$ cat src/rtl/seg_scan_driver.sv
// seg_scan_driver: multiplexed 7-segment scan driver with double-buffered data, blink and leading-zero blanking
module seg_scan_driver #(
   parameter int DIGITS = 4,
   parameter int SCAN_DIV = 50000,
   parameter int BLINK_DIV = 12500000,
   parameter bit DIG_ACTIVE_HIGH = 1'b1
) (
   input  logic                clk,
   input  logic                rst,
   input  logic [4*DIGITS-1:0] data_in,
   input  logic [DIGITS-1:0]   dp_in,
   input  logic [DIGITS-1:0]   blink_mask,
   input  logic                lz_blank_en,
   input  logic                load,
   output logic [DIGITS-1:0]   dig,
   output logic [7:0]          smg,
   output logic                frame_done
);
   localparam int IW = $clog2(DIGITS);
   localparam int SW = $clog2(SCAN_DIV);
   localparam int BW = $clog2(BLINK_DIV);
   localparam logic [IW-1:0] IDX_LAST = IW'(DIGITS - 1);
   localparam logic [SW-1:0] SCAN_LAST = SW'(SCAN_DIV - 1);
   localparam logic [BW-1:0] BLINK_LAST = BW'(BLINK_DIV - 1);
   localparam logic [DIGITS-1:0] DIG_OFF = {DIGITS{~DIG_ACTIVE_HIGH}};

   logic [SW-1:0]       scan_cnt;
   logic [IW-1:0]       idx;
   logic [BW-1:0]       blink_cnt;
   logic                blink_on;
   logic [4*DIGITS-1:0] pend_data, disp_data;
   logic [DIGITS-1:0]   pend_dp, disp_dp;
   logic                pend_valid;
   logic                scan_wrap, frame_wrap, blink_wrap, blink_off, nz;
   logic [DIGITS-1:0]   blank, dig_next;
   logic [3:0]          nib;
   logic [7:0]          smg_next;

   function automatic logic [6:0] seg_code(input logic [3:0] n);
      case (n)
         4'd0: seg_code = 7'b000_0001;
         4'd1: seg_code = 7'b100_1111;
         4'd2: seg_code = 7'b001_0010;
         4'd3: seg_code = 7'b000_0110;
         4'd4: seg_code = 7'b100_1100;
         4'd5: seg_code = 7'b010_0100;
         4'd6: seg_code = 7'b010_0000;
         4'd7: seg_code = 7'b000_1111;
         4'd8: seg_code = 7'b000_0000;
         4'd9: seg_code = 7'b000_0100;
         default: seg_code = 7'h7F;
      endcase
   endfunction

   assign scan_wrap  = scan_cnt == SCAN_LAST;
   assign frame_wrap = scan_wrap && idx == IDX_LAST;
   assign blink_wrap = blink_cnt == BLINK_LAST;
   assign frame_done = frame_wrap && !rst;

   // scan slot timing, digit index and free-running blink phase
   always_ff @(posedge clk) begin
      if (rst) begin
         scan_cnt  <= '0;
         idx       <= '0;
         blink_cnt <= '0;
         blink_on  <= 1'b1;
      end else begin
         scan_cnt  <= scan_wrap ? '0 : scan_cnt + 1'b1;
         idx       <= scan_wrap ? (idx == IDX_LAST ? '0 : idx + 1'b1) : idx;
         blink_cnt <= blink_wrap ? '0 : blink_cnt + 1'b1;
         blink_on  <= blink_wrap ? ~blink_on : blink_on;
      end
   end

   // pending capture; the display buffer only changes at a frame boundary, using the old pending contents
   always_ff @(posedge clk) begin
      if (rst) begin
         pend_data  <= '0;
         pend_dp    <= '0;
         pend_valid <= 1'b0;
         disp_data  <= '0;
         disp_dp    <= '0;
      end else begin
         if (frame_wrap && pend_valid) begin
            disp_data <= pend_data;
            disp_dp   <= pend_dp;
         end
         if (load) begin
            pend_data <= data_in;
            pend_dp   <= dp_in;
         end
         pend_valid <= load || (pend_valid && !frame_wrap);
      end
   end

   // leading-zero map: a digit blanks while every nibble from the top down to it is zero; digit 0 never blanks
   always_comb begin
      nz    = 1'b0;
      blank = '0;
      for (int i = DIGITS - 1; i > 0; i--) begin
         nz       = nz | (|disp_data[4*i +: 4]);
         blank[i] = ~nz;
      end
   end

   assign nib       = disp_data[{idx, 2'b00} +: 4];
   assign blink_off = blink_mask[idx] && !blink_on;
   assign dig_next  = blink_off ? DIG_OFF : DIG_OFF ^ (DIGITS'(1) << idx);
   assign smg_next  = (blink_off || (lz_blank_en && blank[idx])) ? 8'hFF : {~disp_dp[idx], seg_code(nib)};

   // registered pin drivers, one cycle behind the digit index
   always_ff @(posedge clk) begin
      if (rst) begin
         dig <= DIG_OFF;
         smg <= 8'hFF;
      end else begin
         dig <= dig_next;
         smg <= smg_next;
      end
   end
endmodule

$ cat config.mk
export PLATFORM = sky130hd
export DESIGN_NAME = seg_scan_driver
export DESIGN_NICKNAME = d
export VERILOG_FILES = /design/src/rtl/seg_scan_driver.sv
export SDC_FILE = /design/constraint.sdc
export NUM_CORES = 1
export LEC_CHECK = 0
export CAP_MARGIN = 20
export CORE_UTILIZATION = 30
export DETAILED_ROUTE_END_ITERATION = 8
export HOLD_SLACK_MARGIN = 0.05
export MAX_ROUTING_LAYER = met4
export PLACE_DENSITY_LB_ADDON = 0.2
export SYNTH_ARGS = -nofsm -noshare
export SYNTH_HDL_FRONTEND = slang
export SYNTH_SLANG_ARGS = --single-unit
$ cat constraint.sdc
create_clock -name clk -period 2.5 [get_ports clk]
set_input_delay 0.5 -clock clk [delete_from_list [all_inputs] [get_ports clk]]
set_output_delay 0.5 -clock clk [all_outputs]
set_load 0.02 [all_outputs]
### After elaboration in Yosys (flattened, before gate mapping)

Memory sizes are Yosys's and may differ from the RTL's. A register that Yosys moved wholly into a read port is not among the register bits.
Index checks and enable logic that the tools add are counted.

* register bits after elaboration: 96
* ROM bits: 112
* input bits: 28
* output and inout port bits: 13
* logic and storage cells: 53
* memories: 1

Memories
* (no name shown): depth 16, bits a word 7, read ports 1, clocked after memory_dff 1, wr ports 0, line 40 `case (n)`

* add/subtract/negate cells: 3
* $lt $le $gt $ge: 1
* eq/ne operators: 3
* shift-type cells: 2
* muxes and demuxes: 7
* bitwise operators: 7
* reductions and logical operators: 18

Operators by type and width (count)
* $add A24 B1 Y24 const B: 1
* $eq A24 B24 Y1 const B: 1
* $add A16 B1 Y16 const B: 1
* $eq A16 B16 Y1 const B: 1
* $shiftx A16 B5 Y4: 1
* $reduce_or A4 Y1: 3
* $reduce_or A2 Y1: 4
* $bmux W1 S2: 3
* $logic_and A1 B1 Y1: 6
* $not A1 Y1: 5
* $shl A1 B2 Y4 const A: 1
* $logic_not A1 Y1: 3
* $lt A2 B3 Y1 const B: 1
* $mux W1: 3
* $add A2 B1 Y2 const B: 1
* $eq A2 B2 Y1 const B: 1
* $logic_or A1 B1 Y1: 2
* $mux W2: 1
* $or A1 B1 Y1: 2

### Logic depth before layout (Yosys ltp)

Gate-level depths: netlist of run 1.

* word-level depth: 9
* depth in mapped cells: 8
* gate-level depth less buffers: 7

### Worst setup path before layout of run 1

OpenSTA, ideal clock, no wires.

* path kind: reg-to-output
* start: register scan_cnt[0]
* end: output port frame_done
* arrival time: 2179 ps
* required time: 2000 ps
* slack: -179 ps
* stages on the path, launching flop included: 7
* path buffers: 2
* cells stage by stage: dfxtp_1 ha_1 nand3_4 or4_1 buf_2 buf_6 nor4_1

* longest elaborated chain between the ends: 3

Ends and longest elaborated chain
* start: declaration: line 27 `logic [SW-1:0] scan_cnt;`
* start signal: assignment: line 68 `scan_cnt <= scan_wrap ? '0 : scan_cnt + 1'b1;`
* $eq A16 B16 Y1: line 55 `assign scan_wrap = scan_cnt == SCAN_LAST;`
* $logic_and A1 B1 Y1: line 56 `assign frame_wrap = scan_wrap && idx == IDX_LAST;`
* $logic_and A1 B1 Y1: line 58 `assign frame_done = frame_wrap && !rst;`
* end: declaration: line 17 `output logic frame_done`

Every way passes these cells.

### Worst setup path after layout of run 1

* start: register scan_cnt[1]
* end: output port frame_done

The elaborated chain is that of the path after synthesis.

==> results of run 1 <==
==> Yosys cell counts, types with 9 or more instances <==
cell,instances
dfxtp_1,96
nand3_1,12
o21ai_0,15
o31ai_1,25
nor2_1,54
xnor2_1,9
mux2i_1,23
nand2_1,18
or3_1,11
inv_1,16
a21oi_1,41
clkbuf_1,18
xor2_1,14
ha_1,9
nand4_1,32
==> power by group through the flow <==
stage | clock network (mW) | logic, mW | registers (mW)
floorplan | 0 | 0.0732 | 1.62
global placement | 0 | 0.158 | 1.62
detailed placement | 0 | 0.161 | 1.62
CTS | 1.27 | 0.163 | 1.59
global route | 1.34 | 0.177 | 1.59
finish | 1.22 | 0.161 | 1.59
==> layer usage <==
layer | track usage, % | up-vias
met1 | 19.4 | 1601
met4 | 4.63 | 0
met3 | 3.40 | 5
li1 | - | 1770
met5 | - | -
met2 | 20.0 | 72
==> timing repair <==
item,4_1_cts,5_1_grt
cloned,0,0
resized for setup,10,1
endpoints found under the setup margin,1,1
endpoints found under the hold margin,0,0
pin swaps,1,1
==> cell families after synthesis <==
group,after synthesis,share of synthesized area (%)
XOR/XNOR,23,4.76
adder cells (fa/ha/maj),9,2.66
AND/OR/NAND/NOR,165,20.9
buffers and inverters,47,4.73
multiplexers,30,8.63
flip-flops,96,45.4
AO/OA/AOI/OAI,92,12.9
==> final timing paths <==
path / start / end / cells past startpoint
hold / removal: blink_cnt[0] / blink_cnt[0] / 1
setup reg to reg: idx[0] / smg[2] / 8
hold reg to reg: blink_cnt[0] / blink_cnt[0] / 1
setup / recovery: scan_cnt[1] / frame_done / 6
==> layout make-up <==
class / count / area (sq um)
fillers: 1395 / 8590
well taps: 180 / 225
repair buffers: 67 / 613
flip-flops and latches: 96 / 1920
multi-input cells: 319 / 2160
clock inverters: 1 / 5.00
inverters: 16 / 60.1
clock buffers: 13 / 250
==> per-stage QoR <==
step                setup TNS [ns]  instances
global route                     0        692
global placement            -0.199        678
detailed placement          -0.229        678
CTS                              0        692
floorplan                        0        462
finish                           0        692
==> worst max-delay path, stage by stage, from the launching register on <==
cell	delay, ns
dfxtp_2	0.36
ha_4	0.15
nand3_4	0.07
or4_4	0.54
nor4_4	0.14
buf_4	0.16
buf_4	0.13
==> flip-flops by register name (all words and copies together) (netlist names) <==
register / cells
smg: 8
pend_dp: 4
dig: 4
idx: 2
pend_valid: 1
scan_cnt: 16
blink_cnt: 24
disp_data: 16
blink_on: 1
pend_data: 16
disp_dp: 4
==> impl_metrics.tcl, run 1 <==
set metrics [dict create \
    hp-class "reg -> reg" \
    synth.area.top_cells "dfxtp_1 (45%), mux2i_1 (5.4%), a21oi_1 (4.8%), nor2_1 (4.8%), nand4_1 (4.7%)" \
    cts-buffers-inserted 9 \
    yosys.area.top_type "dfxtp_1" \
    seqPwrFrac_pct 53.4 \
    max-slew-margin-rel_pct 52.8 \
    track_usage_pct 14.1 \
    cts.clk_slew.worst_paths_ns 0.06 \
    postPlaceCellArea_sq_um 4950 \
    pwr-share-comb_pct 5.4 \
    max_cap_violations 0 \
    tightest_slew_ns 0.708 \
    cp_max_fo 3 \
    die_w_microns 121 \
    met1_length_microns 4990 \
    netlist_instances 462 \
    rsz0062_at_grt "false" \
    final_common_cell "dfxtp_1" \
    cp.required_ns 2.00 \
    cts_max_level 3 \
    hold_viol 0 \
    grt_start_max_net_pins 50 \
    p_switching_mw 0.628 \
    yosys.area.top_type_share_pct 45.4 \
    num_rows 43 \
    grt_pass1_wl_microns 15800 \
    r2r_setup_slack_ns 0.43 \
    postSynth.asyncResetShare_pct 0 \
    postLayoutCellArea_sq_um 5230 \
    synth_nets 499 \
    antenna_found_initial 0 \
    report.final.setup_viol 0 \
    clock_latency_ns 0.34 \
    wl_met3_microns 387 \
    first_pass_iters 4 \
    detail-route-antenna-nets 0 \
    final_cell_mix "dfxtp_1 (94), nor2_1 (54), a21oi_1 (41)" \
    fin_skew_ns 0.00606 \
    min_period_ns 2.39 \
    arrival_ns 1.89 \
    initial_core_util_pct 30.6 \
    p_leak_nw 1.84 \
    hold_buffers 0 \
    wl_per_cell_microns 13.5 \
    die_y_microns 121 \
    p_int_mw 2.34 \
    ys_seq_elements 96 \
    place_congestion 0.746 \
    end_kind "output port" \
    finalPower_mw 2.97 \
    dieArea_sq_um 14600 \
    synthFlopType "dfxtp_1" \
    synth_area_sq_um 4230 \
    holdWs_ns 0.461 \
    io_pins 41 \
    cts_tree "done" \
    area_growth_pct 23.7 \
    dr_total_vias 3448 \
    criticalPathCategory "reg -> out" \
    critPathLaunchType "flip-flop" \
    cts_root_buf "clkbuf_16" \
    slew_viol_final 0 \
    nets 546 \
    grt_pass1_vias 3197 \
    drive_above_1_share_pct 10.9 \
    place_ws_ns -0.229 \
    postCtsSetupBuffers 0 \
    synth.distinct_cells 41 \
    power_switching_share_pct 21.1 \
    dp_hpwl_microns 6490 \
    diodes 0 \
    syn_area_per_cell_sq_um 9.16 \
    clkPwrFrac_pct 41.2 \
    period_share_pct 95.5 \
    port_buffers 40 \
    drt_wl_total_microns 9340 \
    top_layer_used "met4" \
    core_sq_um 13800 \
    drtIter0Drc 195 \
    yosysSeqAreaShare_pct 45.4 \
    grt-ovfl-total 0 \
    cts_buffer_depth 2 \
    synth_edf_count 0 \
    worst_slack_ns 0.112 \
    drc_errors 0 \
    powerDensity_nw_per_um2 568 \
    met2_length_microns 3890 \
    status "finished clean" \
    cts_sinks 96 \
    clock.fmax_ghz 0.419 \
    viasPerCell 4.98 \
    irDropWorstVdd_uv 371 \
    final_core_util_pct 37.9 \
    synth_warnings 0 \
]
Power figures use the tool's default switching activity.
==> inputs of run 2 (changes only) <==
- CORE_ASPECT_RATIO: unset -> 0.9
==> impl_metrics.tcl, run 2 (synthesized netlist as in run 1, its figures left out) <==
set metrics [dict create \
    drc_errors 0 \
    final_cell_mix "dfxtp_1 (94), nor2_1 (54), a21oi_1 (41)" \
    drt_wl_total_microns 9480 \
    period_share_pct 95.9 \
    critPathLaunchType "flip-flop" \
    dp_hpwl_microns 6460 \
    diodes 0 \
    first_pass_iters 4 \
    p_leak_nw 1.87 \
    die_y_microns 115 \
    die_w_microns 127 \
    cts_tree "done" \
    cts_buffer_depth 2 \
    area_growth_pct 25.6 \
    slew_viol_final 0 \
    n_fill_cell 1396 \
    max-slew-margin-rel_pct 49.8 \
    p_int_mw 2.59 \
    drive_above_1_share_pct 11.5 \
    grt-ovfl-total 0 \
    arrival_ns 1.90 \
    core_sq_um 13600 \
    cp_slowest_cell "or4_4" \
    drtIter0Drc 226 \
    hp-class "reg -> reg" \
    power_switching_share_pct 20.8 \
    p_switching_mw 0.681 \
    cts_sinks 96 \
    viasPerCell 4.97 \
    hold_viol 0 \
    pwr-share-comb_pct 5.0 \
    grt_start_max_net_pins 50 \
    largest_reg_flops 24 \
    final_common_cell "dfxtp_1" \
    clock_latency_ns 0.35 \
    multi_input_area_sq_um 2160 \
    detail-route-antenna-nets 0 \
    seqPwrFrac_pct 48.5 \
    clkPwrFrac_pct 46.5 \
    nets 545 \
    holdWs_ns 0.463 \
    powerDensity_nw_per_um2 615 \
    tightest_slew_ns 0.751 \
    report.final.setup_viol 0 \
    critPathTopFamily "simple AND/OR/NAND/NOR gates" \
    grt_pass1_vias 3088 \
    criticalPathCategory "reg -> out" \
    largest_register "blink_cnt" \
    cts_root_buf "clkbuf_16" \
    io_pins 41 \
    rsz0062_at_grt "false" \
    fin_skew_ns 0.00824 \
    wl_per_cell_microns 13.5 \
    dieArea_sq_um 14600 \
    max_cap_violations 0 \
    place_congestion 0.774 \
    cp.required_ns 2.00 \
    cts.clk_slew.worst_paths_ns 0.07 \
    cp_max_fo 2 \
    worst_slack_ns 0.104 \
    cts-buffers-inserted 9 \
    worst-path-buf-inv 1 \
    port_buffers 40 \
    place_ws_ns -0.255 \
    max_stage_delay_ns 0.51 \
    min_period_ns 2.40 \
    crit_chain "ha_4, nand3_4, or4_4, nor4_4, buf_4" \
    antenna_found_initial 0 \
    dr_total_vias 3488 \
    regArea_sq_um 1920 \
    grt_pass1_wl_microns 15500 \
    hold_buffers 0 \
    track_usage_pct 14.1 \
    clock.fmax_ghz 0.417 \
    end_kind "output port" \
    status "finished clean" \
    postCtsSetupBuffers 0 \
    cts_max_level 3 \
    irDropWorstVdd_uv 342 \
    initial_core_util_pct 31.2 \
    num_rows 40 \
]
run 2: changes by cell type in the layout (fill, tap and decap cells not counted):
cell        delta
clkbuf_1       -2
buf_4          -1
bufinv_16      +2
clkinv_2       -1
clkbuf_8       +1
clkinv_4       +1
clkinvlp_4     +1
run 2: per-layer routing:
metal | up-vias | GRT usage, % | part of all wire (%)
met3 | 11 | 3.74 | 4.3
met2 | 66 | 18.1 | 40
met1 | 1639 | 20.4 | 55
met4 | 0 | 5.79 | 1.4
met5 | - | - | 0
li1 | 1772 | - | -
run 2: final timing paths:
kind              cells after the start      endpoint  slack (ns)         start
setup / recovery                      5    frame_done        0.10   scan_cnt[1]
hold reg to reg                       1  blink_cnt[0]        0.46  blink_cnt[0]
hold / removal                        1  blink_cnt[0]        0.46  blink_cnt[0]
setup reg to reg                      8        smg[2]        0.43        idx[0]
run 2: power by group through the flow:
stage | combinational (mW) | clock [mW] | sequential [mW]
2_1_floorplan | 0.0732 | 0 | 1.62
3_3_place_gp | 0.161 | 0 | 1.62
3_5_place_dp | 0.163 | 0 | 1.62
4_1_cts | 0.163 | 1.57 | 1.58
5_1_grt | 0.178 | 1.63 | 1.59
6_report | 0.164 | 1.52 | 1.59
run 2: through the flow:
step	total power, mW	util (%)	instances	setup TNS, ns	cell area (sq um)
6_report	3.27	39.2	702	0	5320
5_1_grt	3.40	39.2	702	0	5320
2_1_floorplan	1.69	-	462	0	4240
4_1_cts	3.32	39.1	702	0	5300
3_5_place_dp	1.78	36.5	686	-0.255	4960
3_3_place_gp	1.78	36.5	686	-0.245	4960
run 2: layout make-up:
cell class / instances / share of cell area [%]
Multi-Input combinational cell: 319 / 40.6
Sequential cell: 96 / 36.2
Timing Repair Buffer: 66 / 11.4
Clock buffer: 12 / 4.83
Tap cell: 189 / 4.45
Clock inverter: 4 / 1.44
Inverter: 16 / 1.13
run 2: timing repair:
| item | CTS | global route |
|---|---|---|
| resized for setup | 8 | 4 |
| endpoints found under the setup margin | 1 | 1 |
| pin swaps | 1 | 3 |
run 2: worst register-to-register path: stages (launching register included):
cell and delay, ns:
dfxtp_1 0.33, buf_4 0.23, mux4_2 0.60, inv_1 0.17, ha_1 0.17, inv_1 0.04
mux2_2 0.25, o21ai_1 0.11, nand2_1 0.06
==> inputs of run 3 (changes only) <==
- GPL_ROUTABILITY_DRIVEN: unset -> 0
==> results of run 3 <==
No change in the layout: final DEF, timing and power equal those of run 2.
